**src/rtl/win_detector.sv**
```systemverilog
// Scans a snapshot of the 4x4 board one winning line per clock and reports P1/P2 win, draw or none.
// Optional WIN_MASK_EN adds the win_mask port reporting the cells of the deciding line.
module win_detector #(
    parameter int unsigned SIZE = 4
) (
    input  logic                   clk,
    input  logic                   reset,
    input  logic                   start,
    input  logic [SIZE*SIZE-1:0]   gameboard,
    input  logic [SIZE*SIZE-1:0]   players_cells,
    output logic                   busy,
    output logic                   done,
    output logic [1:0]             result
`ifdef WIN_MASK_EN
    ,
    output logic [SIZE*SIZE-1:0]   win_mask
`endif
);

    localparam int unsigned CELLS = SIZE * SIZE;
    localparam int unsigned LINES = 2 * SIZE + 2;
    localparam int unsigned IdxW  = $clog2(LINES);

    localparam logic [1:0] ResNone = 2'b00;
    localparam logic [1:0] ResP1   = 2'b01;
    localparam logic [1:0] ResP2   = 2'b10;
    localparam logic [1:0] ResDraw = 2'b11;

    typedef enum logic [1:0] {StIdle, StScan, StReport} state_e;

    state_e            state_q, state_d;
    logic [IdxW-1:0]   idx_q, idx_d;
    logic [CELLS-1:0]  board_q, owner_q;
    logic [1:0]        result_q, result_d;
    logic [CELLS-1:0]  line;
    logic              occupied, all_p1, all_p2, line_win, snap_en;
`ifdef WIN_MASK_EN
    logic [CELLS-1:0]  mask_q, mask_d;
`endif

    // Rows first, then columns, then main and anti diagonal.
    function automatic logic [CELLS-1:0] line_mask(input logic [IdxW-1:0] idx);
        logic [CELLS-1:0] m;
        logic [CELLS-1:0] one;
        int unsigned      k;
        int unsigned      pos;
        m   = '0;
        one = CELLS'(1);
        k   = 32'(idx);
        for (int unsigned i = 0; i < SIZE; i++) begin
            if (k < SIZE) begin
                pos = k * SIZE + i;
            end else if (k < 2 * SIZE) begin
                pos = (k - SIZE) + i * SIZE;
            end else if (k == 2 * SIZE) begin
                pos = i * (SIZE + 1);
            end else begin
                pos = (i + 1) * (SIZE - 1);
            end
            m = m | (one << pos);
        end
        return m;
    endfunction

    always_comb begin
        line     = line_mask(idx_q);
        occupied = (board_q & line) == line;
        all_p1   = (owner_q & line) == '0;
        all_p2   = (owner_q & line) == line;
        line_win = occupied && (all_p1 || all_p2);
    end

    always_ff @(posedge clk) begin
        if (reset) begin
            state_q  <= StIdle;
            idx_q    <= '0;
            board_q  <= '0;
            owner_q  <= '0;
            result_q <= ResNone;
`ifdef WIN_MASK_EN
            mask_q   <= '0;
`endif
        end else begin
            state_q  <= state_d;
            idx_q    <= idx_d;
            result_q <= result_d;
`ifdef WIN_MASK_EN
            mask_q   <= mask_d;
`endif
            if (snap_en) begin
                board_q <= gameboard;
                owner_q <= players_cells;
            end
        end
    end

    always_comb begin
        state_d  = state_q;
        idx_d    = idx_q;
        result_d = result_q;
        snap_en  = 1'b0;
`ifdef WIN_MASK_EN
        mask_d   = mask_q;
`endif
        unique case (state_q)
            StIdle: begin
                if (start) begin
                    snap_en = 1'b1;
                    idx_d   = '0;
                    state_d = StScan;
                end
            end
            StScan: begin
                if (line_win) begin
                    result_d = all_p1 ? ResP1 : ResP2;
`ifdef WIN_MASK_EN
                    mask_d   = line;
`endif
                    state_d  = StReport;
                end else if (idx_q == IdxW'(LINES - 1)) begin
                    result_d = (&board_q) ? ResDraw : ResNone;
`ifdef WIN_MASK_EN
                    mask_d   = '0;
`endif
                    state_d  = StReport;
                end else begin
                    idx_d = idx_q + 1'b1;
                end
            end
            StReport: begin
                state_d = StIdle;
            end
            default: begin
                state_d = StIdle;
            end
        endcase
    end

    always_comb begin
        busy     = (state_q == StScan);
        done     = (state_q == StReport);
        result   = result_q;
`ifdef WIN_MASK_EN
        win_mask = mask_q;
`endif
    end

endmodule
```
**config.mk**
```make
export PLATFORM = sky130hd
export DESIGN_NAME = win_detector
export DESIGN_NICKNAME = d
export VERILOG_FILES = /design/src/rtl/win_detector.sv
export SDC_FILE = /design/constraint.sdc
export NUM_CORES = 1
export LEC_CHECK = 0
export CAP_MARGIN = 20
export CORE_ASPECT_RATIO = 0.75
export CORE_MARGIN = 2
export CORE_UTILIZATION = 45
export CTS_CLUSTER_DIAMETER = 50
export DETAILED_ROUTE_END_ITERATION = 12
export DONT_BUFFER_PORTS = 1
export PLACE_DENSITY_LB_ADDON = 0.25
export RECOVER_POWER = 50
export SYNTH_ARGS = -nofsm -noshare
export SYNTH_HDL_FRONTEND = slang
export SYNTH_SLANG_ARGS = --single-unit
```
**constraint.sdc**
```tcl
create_clock -name clk -period 3.5 [get_ports clk]
set_input_delay 0.525 -clock clk [delete_from_list [all_inputs] [get_ports clk]]
set_output_delay 0.525 -clock clk [all_outputs]
set_load 0.05 [all_outputs]
```
## Word-level counts from Yosys, hierarchy flattened

Cells that the tools add are included.

- Add/subtract/negate cells: 8
- $mul: 0
- Divide/modulo/power cells: 0
- Magnitude comparators: 2
- Eq/ne operators: 10
- Shifts and indexed selects: 4
- Mux-type cells: 26
- Bitwise gates (word level): 5
- Reduce and logical (&&, ||, !) cells: 10

Operators with widths:

| operator | count |
|---|---|
| two-way mux 32 bit | 8 |
| << shifter 1 x 32 -> 16 bit, first input constant | 4 |
| bitwise OR 16 bit | 3 |
| adder 32 x 3 -> 32 bit, second input constant | 1 |
| adder 32 x 4 -> 32 bit, second input constant | 1 |
| bitwise AND 16 bit | 2 |
| == test 16 bit | 2 |
| two-way mux 2 bit | 11 |
| zero test 16 bit | 1 |
| AND reduction 16 bit | 1 |
| adder 6 x 2 -> 7 bit, second input constant | 2 |
| two-way mux 4 bit | 3 |
| == test 4 bit, second input constant | 2 |
| one-hot mux 4 bit (2 select lines) | 1 |
| adder 6 x 1 -> 7 bit, second input constant | 1 |
| adder 5 x 5 -> 6 bit, second input constant | 1 |
| != test 2 bit, second input constant | 3 |
| subtractor 4 x 3 -> 5 bit, second input constant | 1 |
| adder 4 x 1 -> 4 bit, second input constant | 1 |
| < comparator 4 x 3 -> 1 bit, second input constant | 1 |
| < comparator 4 bit, second input constant | 1 |
| one-hot mux 2 bit (2 select lines) | 1 |
| AND reduction 2 bit | 2 |
| AND reduction 4 bit | 1 |
| other kinds (8) | 10 |

- Register bits after elaboration: 40
- Latch bits: 0
- Memory bits (writable): 0
- ROM bits: 0
- Input bits: 35
- Output and inout port bits: 4
- Word-level logic and storage cells: 70
- Memories: 0

## Depth between registers and ports, before layout

- Word-level depth: 14
- Gate-level depth with buffers: 14
- Gate-level depth less buffers: 12

## Least setup slack after synthesis

Ideal clock, no wire load.

- Kind: register to register
- From: register idx_q[2]
- To: register idx_q[0]
- Library setup time: 123 ps
- Data arrival time: 3402 ps
- Data required time: 3377 ps
- Slack: -25 ps
- Cell stages (with the launch flop): 15
- Path buffers: 2
- Clock period less this slack: 3525 ps
- Cells stage by stage: dfxtp_1 > buf_2 > inv_1 > ha_1 > buf_6 > inv_1 > ha_1 > nor4b_1 > or4_4 > nand2_2 > o2bb2ai_1 > or4_4 > or2_4 > a22oi_4 > mux2_1

- Word-level cells in the longest chain between the ends: 14
- Elaborated cells between the ends (all ways): 40
- Those cells by class: add/sub: 7; order compare: 2; eq/ne: 6; shift: 4; mux: 12; bitwise: 5; reduce/logical: 4

RTL lines:

| element | line | source |
|---|---|---|
| from (decl) | 32 | `logic [IdxW-1:0] idx_q, idx_d;` |
| from (signal assigned) | 85 | `idx_q <= idx_d;` |
| subtractor 4 x 3 -> 5 bit / == test 4 bit (equally long branches) | 54, 55 |  |
| adder 32 x 3 -> 32 bit / two-way mux 2 bit (equally long branches) | 54, 55 |  |
| two-way mux 32 bit | 53 | `end else if (k < 2 * SIZE) begin` |
| two-way mux 32 bit | 51 | `if (k < SIZE) begin` |
| << shifter 1 x 32 -> 16 bit | 60 | `m = m \| (one << pos);` |
| bitwise OR 16 bit (3 in series) | 60 |  |
| bitwise AND 16 bit | 68, 69 |  |
| == test 16 bit / zero test 16 bit (equally long branches) | 69, 68 |  |
| logical OR 1 bit | 70 | `line_win = occupied && (all_p1 \|\| all_p2);` |
| logical AND 1 bit | 70 |  |
| != test 2 bit (no source line) | n/a |  |
| AND reduction 4 bit (no source line) (*) | n/a |  |

Every way passes the cells marked *; elsewhere a longest branch is shown, timed or not.
A chain may end at the register's enable or synchronous reset.

## Final worst setup path

- From: register idx_q[2]
- To: register result_q[1] (netlist: result[1])

- Word-level cells in the longest chain between the ends: 14
- Elaborated cells between the ends (all ways): 41
- Those cells by class: add/sub: 7; order compare: 2; eq/ne: 4; shift: 4; mux: 14; bitwise: 5; reduce/logical: 5

RTL lines:

| element | line | source |
|---|---|---|
| subtractor 4 x 3 -> 5 bit / == test 4 bit (equally long branches) | 54, 55 |  |
| adder 32 x 3 -> 32 bit / two-way mux 2 bit (equally long branches) | 54, 55 |  |
| two-way mux 32 bit | 53 |  |
| two-way mux 32 bit | 51 |  |
| << shifter 1 x 32 -> 16 bit | 60 |  |
| bitwise OR 16 bit (3 in series) | 60 |  |
| bitwise AND 16 bit | 68, 69 |  |
| == test 16 bit / zero test 16 bit (equally long branches) | 69, 68 |  |
| logical OR 1 bit | 70 |  |
| logical AND 1 bit | 70 |  |
| nonzero test 2 bit (no source line) | n/a |  |
| AND reduction 2 bit (no source line) | n/a |  |
| to (signal assigned) | 79 | `result_q <= ResNone;` |
| to (signal assigned) | 86 | `result_q <= result_d;` |
| to (decl) | 34 | `logic [1:0] result_q, result_d;` |

Several ways; a longest one is shown, not always the timed one.

==> metrics.md <==
| Metric | Value |
|---|---|
| Flop pwr share | roughly two fifths |
| Hold Crit Start | reset |
| Reg2reg path depth | 12 |
| Initial antenna violation count | 0 |
| Cell area after synthesis | 3043 µm² |
| Pre-antenna DRT Iters | 6 |
| Slew @ Worst Pin | 1.055 ns |
| Final core occ | 50.56% |
| Clock-pin slew on the worst setup and hold paths | 0.09 ns |
| Residual DRC | 0 |
| Layout cells sized above 1 | 12.94% |
| Setup crit end kind | register |
| Yosys Warn Count | 0 |
| Register area | roughly 800 µm² |
| CTS Buffer Depth | 2 |
| Cts bufs inserted | 5 |
| Synth Net Count | 449 |
| Post-Synthesis Cells | ~410 |
| Area grow syn2layout | 6.538% |
| Crit path DAT | 3.54 ns |
| Synth Flop Type | dfxtp_1 |
| Multi-input logic area | 2058 µm² |
| Via density | 6.468 |
| Initial Util | 47.45% |
| Power density cells | 392.2 nW/µm² |
| Final wirelength | 9.591 mm |
| Total track usage | around a quarter |
| Power, Total | 1272 µW |
| Fmax | between 200 and 300 MHz |
| IO Count | 39 |
| RSZ-0062 raised after global routing | yes |
| Fillers | ~650 |
| CP Max Fanout | 7 |
| ANT nets after route | 0 |
| Port Buffer Count | 0 |
| Startpoint Class | register |
| CTS tree | done |
| Routed WL per cell | 19.86 µm |
| # diodes | 0 |
| TritonCTS Sinks | 40 |
| Fin. max-slew vios | 0 |
| # Post-CTS Setup Buffers | 0 |
| Die area | 7443 µm² |
| Clock skew | 0.01359 ns |
| EDFF count, synth | 0 |
| Final setup viols | 0 |
| Clk root buf | clkbuf_8 |
| Die Y | 75.22 µm |
| Nets | 446 |
| Via Count | 3124 |
| Minimum clock period | 3.357 ns |
| Worst Hold End | owner_q[11] |
| Gpl congestion | 0.9823 |
| Hold Crit Depth | 1 |
| Seq cells post-synth | 40 |
| Final worst path period share | 95.93% |
| HPWL after DPL | 7.306 mm |
| Width of the die | roughly 100 µm |
| R2R Path End | result[1] |
| Final hold vios | 0 |
| CTS HTree Levels | 2 |
| First-pass GRT wire length | approximately 15 mm |
| Worst vdd ir | 0.2491 mV |
| Hold_ws | 0.3041 ns |
| Cell internal pwr | 789.5 µW |
| Syn Area/Cell | 7.513 µm² |
| Number of global-route vias before repair | 2792 |
| Max-Cap Viols | 0 |
| Synth unique cells | 84 |
| Worst r2r src | idx_q[2] |
| Comb pwr share | around a third |
| WS Path Type | register to register |
| Status | finished clean |
| Switching power | 482.1 µW |
| FF-to-FF setup slack | 0.14 ns |
| CP required | 3.69 ns |
| Row count | 25 |
| Core box area | 6412 µm² |
| LEAKAGE | 0.001189 µW |
| FFs w/ async S/R, synth | 0% |
| Overflow left after global routing | 0 |
| Clock Latency Late Sink | ~0.3 ns |
| Initial DRC Count | 311 |
| Hold WC Path Type | primary input to register |
| Seq/Total Area, Yosys | between 20% and 30% |
| Net Sw Frac | 37.91% |
| Slew Limit Headroom | 29.51% |
| Clock power frac | between 20% and 30% |
| Pin count of the biggest net entering global routing | just over 40 |
cell usage after synthesis (all sizes together) (4+ instances only):
master / n / area [µm²]
nand2: 90 / 340.3
a21oi: 45 / 229.0
dfxtp: 40 / 800.8
inv: 18 / 67.56
buf: 16 / 113.9
nor2: 14 / 55.06
nand3: 11 / 55.05
clkbuf: 10 / 37.54
nor3: 10 / 50.05
ha: 9 / 112.6
o21ai: 8 / 43.79
nor4: 7 / 50.05
nand2b: 5 / 31.28
nand4: 5 / 31.28
o22ai: 5 / 31.28
or3: 5 / 31.28
a22o: 4 / 35.03
a22oi: 4 / 48.79
and2: 4 / 25.02
nor2b: 4 / 25.02
or3b: 4 / 35.04
or4: 4 / 41.29
cell families after synthesis:
logic type	count (synthesis)	share of synthesized area (%)
muxes	6	2.097
AOI/OAI and AO/OA	120	28.74
buffers and inverters	44	7.195
adders and majority gates	9	3.701
DFF	40	26.32
and+or+nand+nor	185	31.66
xor gates and xnor gates	1	0.2879
registers in the layout (all words and copies together) (netlist names):
| signal | count |
|---|---|
| board_q | 16 |
| owner_q | 16 |
| idx_q | 4 |
| result | 2 |
| state_q | 2 |
per-stage QoR:
stage                     worst slack, ns   TNS (ns)  cells  area [µm²]
after floorplan                   0.01337          0    405        3045
after global placement             0.2332          0    476        3126
after detailed placement           0.1611          0    476        3126
after CTS                          0.1310          0    483        3207
after global routing            -0.008406  -0.008406    483        3242
final                              0.1425          0    483        3242
cell type report:
class | instances | area share, %
multi-input cells | 321 | 63.49
repair buffers | 16 | 4.091
well taps | 81 | 3.126
clock inverters | 2 | 0.3860
flip-flops and latches | 40 | 24.70
clock buffers | 5 | 2.123
inverters | 18 | 2.084
power by group through the flow:
stage / combinational [µW] / sequential [µW] / clock, µW
6_report: 434 / 524 / 313
5_1_grt: 476 / 528 / 337
4_1_cts: 411 / 523 / 318
3_5_place_dp: 409 / 534 / 0
3_3_place_gp: 415 / 534 / 0
2_1_floorplan: 324 / 521 / 0
routing by layer:
metal	routed length (µm)	up-vias	global-route usage [%]
met5	0	-	0
met4	216	0	7.458
met3	1208	24	7.892
met2	3709	167	36.49
met1	4456	1454	39.76
li1	-	1479	-
worst max path at each step:
| stage | from | slack [ns] | end |
|---|---|---|---|
| 2_1_floorplan | idx_q[2] | 0.01 | idx_q[0] |
| 3_3_place_gp | idx_q[2] | 0.23 | idx_q[0] |
| 3_5_place_dp | idx_q[2] | 0.16 | idx_q[0] |
| 4_1_cts | idx_q[2] | 0.13 | idx_q[0] |
| 5_1_grt | idx_q[2] | -0.008 | result[1] |
| 6_report | idx_q[2] | 0.14 | result[1] |
cells in the final DEF (no fill, tap or decap), types with 3 or more instances in the layout:
cell	synthesis	final
nand2_1	89	89
a21oi_1	44	44
dfxtp_1	40	40
inv_1	17	17
buf_4	2	15
nor2_1	13	13
nand3_1	11	11
nor3_1	10	8
ha_1	9	8
nand2b_1	5	5
nor4_1	6	5
nand4_1	5	5
o22ai_1	5	5
or3_1	5	5
clkbuf_8	0	5
nor2b_1	4	4
and2_1	4	4
a22o_1	4	4
o21ai_1	4	4
a32oi_1	3	3
or3b_2	3	3
a21o_1	3	3
o21ai_0	3	3
nor3b_1	3	3
nor4b_1	3	3
o32a_1	3	3
o2111ai_1	3	3
o2bb2ai_1	3	3
or4_4	3	3
a31oi_1	3	3
a211oi_1	3	3
mux2i_1	3	3
worst max-delay path, stage by stage (launching register included):
cell and delay (ns):
dfxtp_1 0.34, inv_1 0.09, ha_1 0.22, inv_1 0.09, ha_2 0.31, nor4b_1 0.16
or4_4 0.54, a22oi_2 0.22, o32ai_1 0.17, or3_1 0.40, o21ai_2 0.16, o211ai_2 0.13
a2111oi_2 0.41
what timing repair did:
item,CTS,global route
hold buffers,0,0
resized for setup,0,7
endpoints found under the setup margin,0,6
Note: power is estimated with default switching activity, not from simulation.
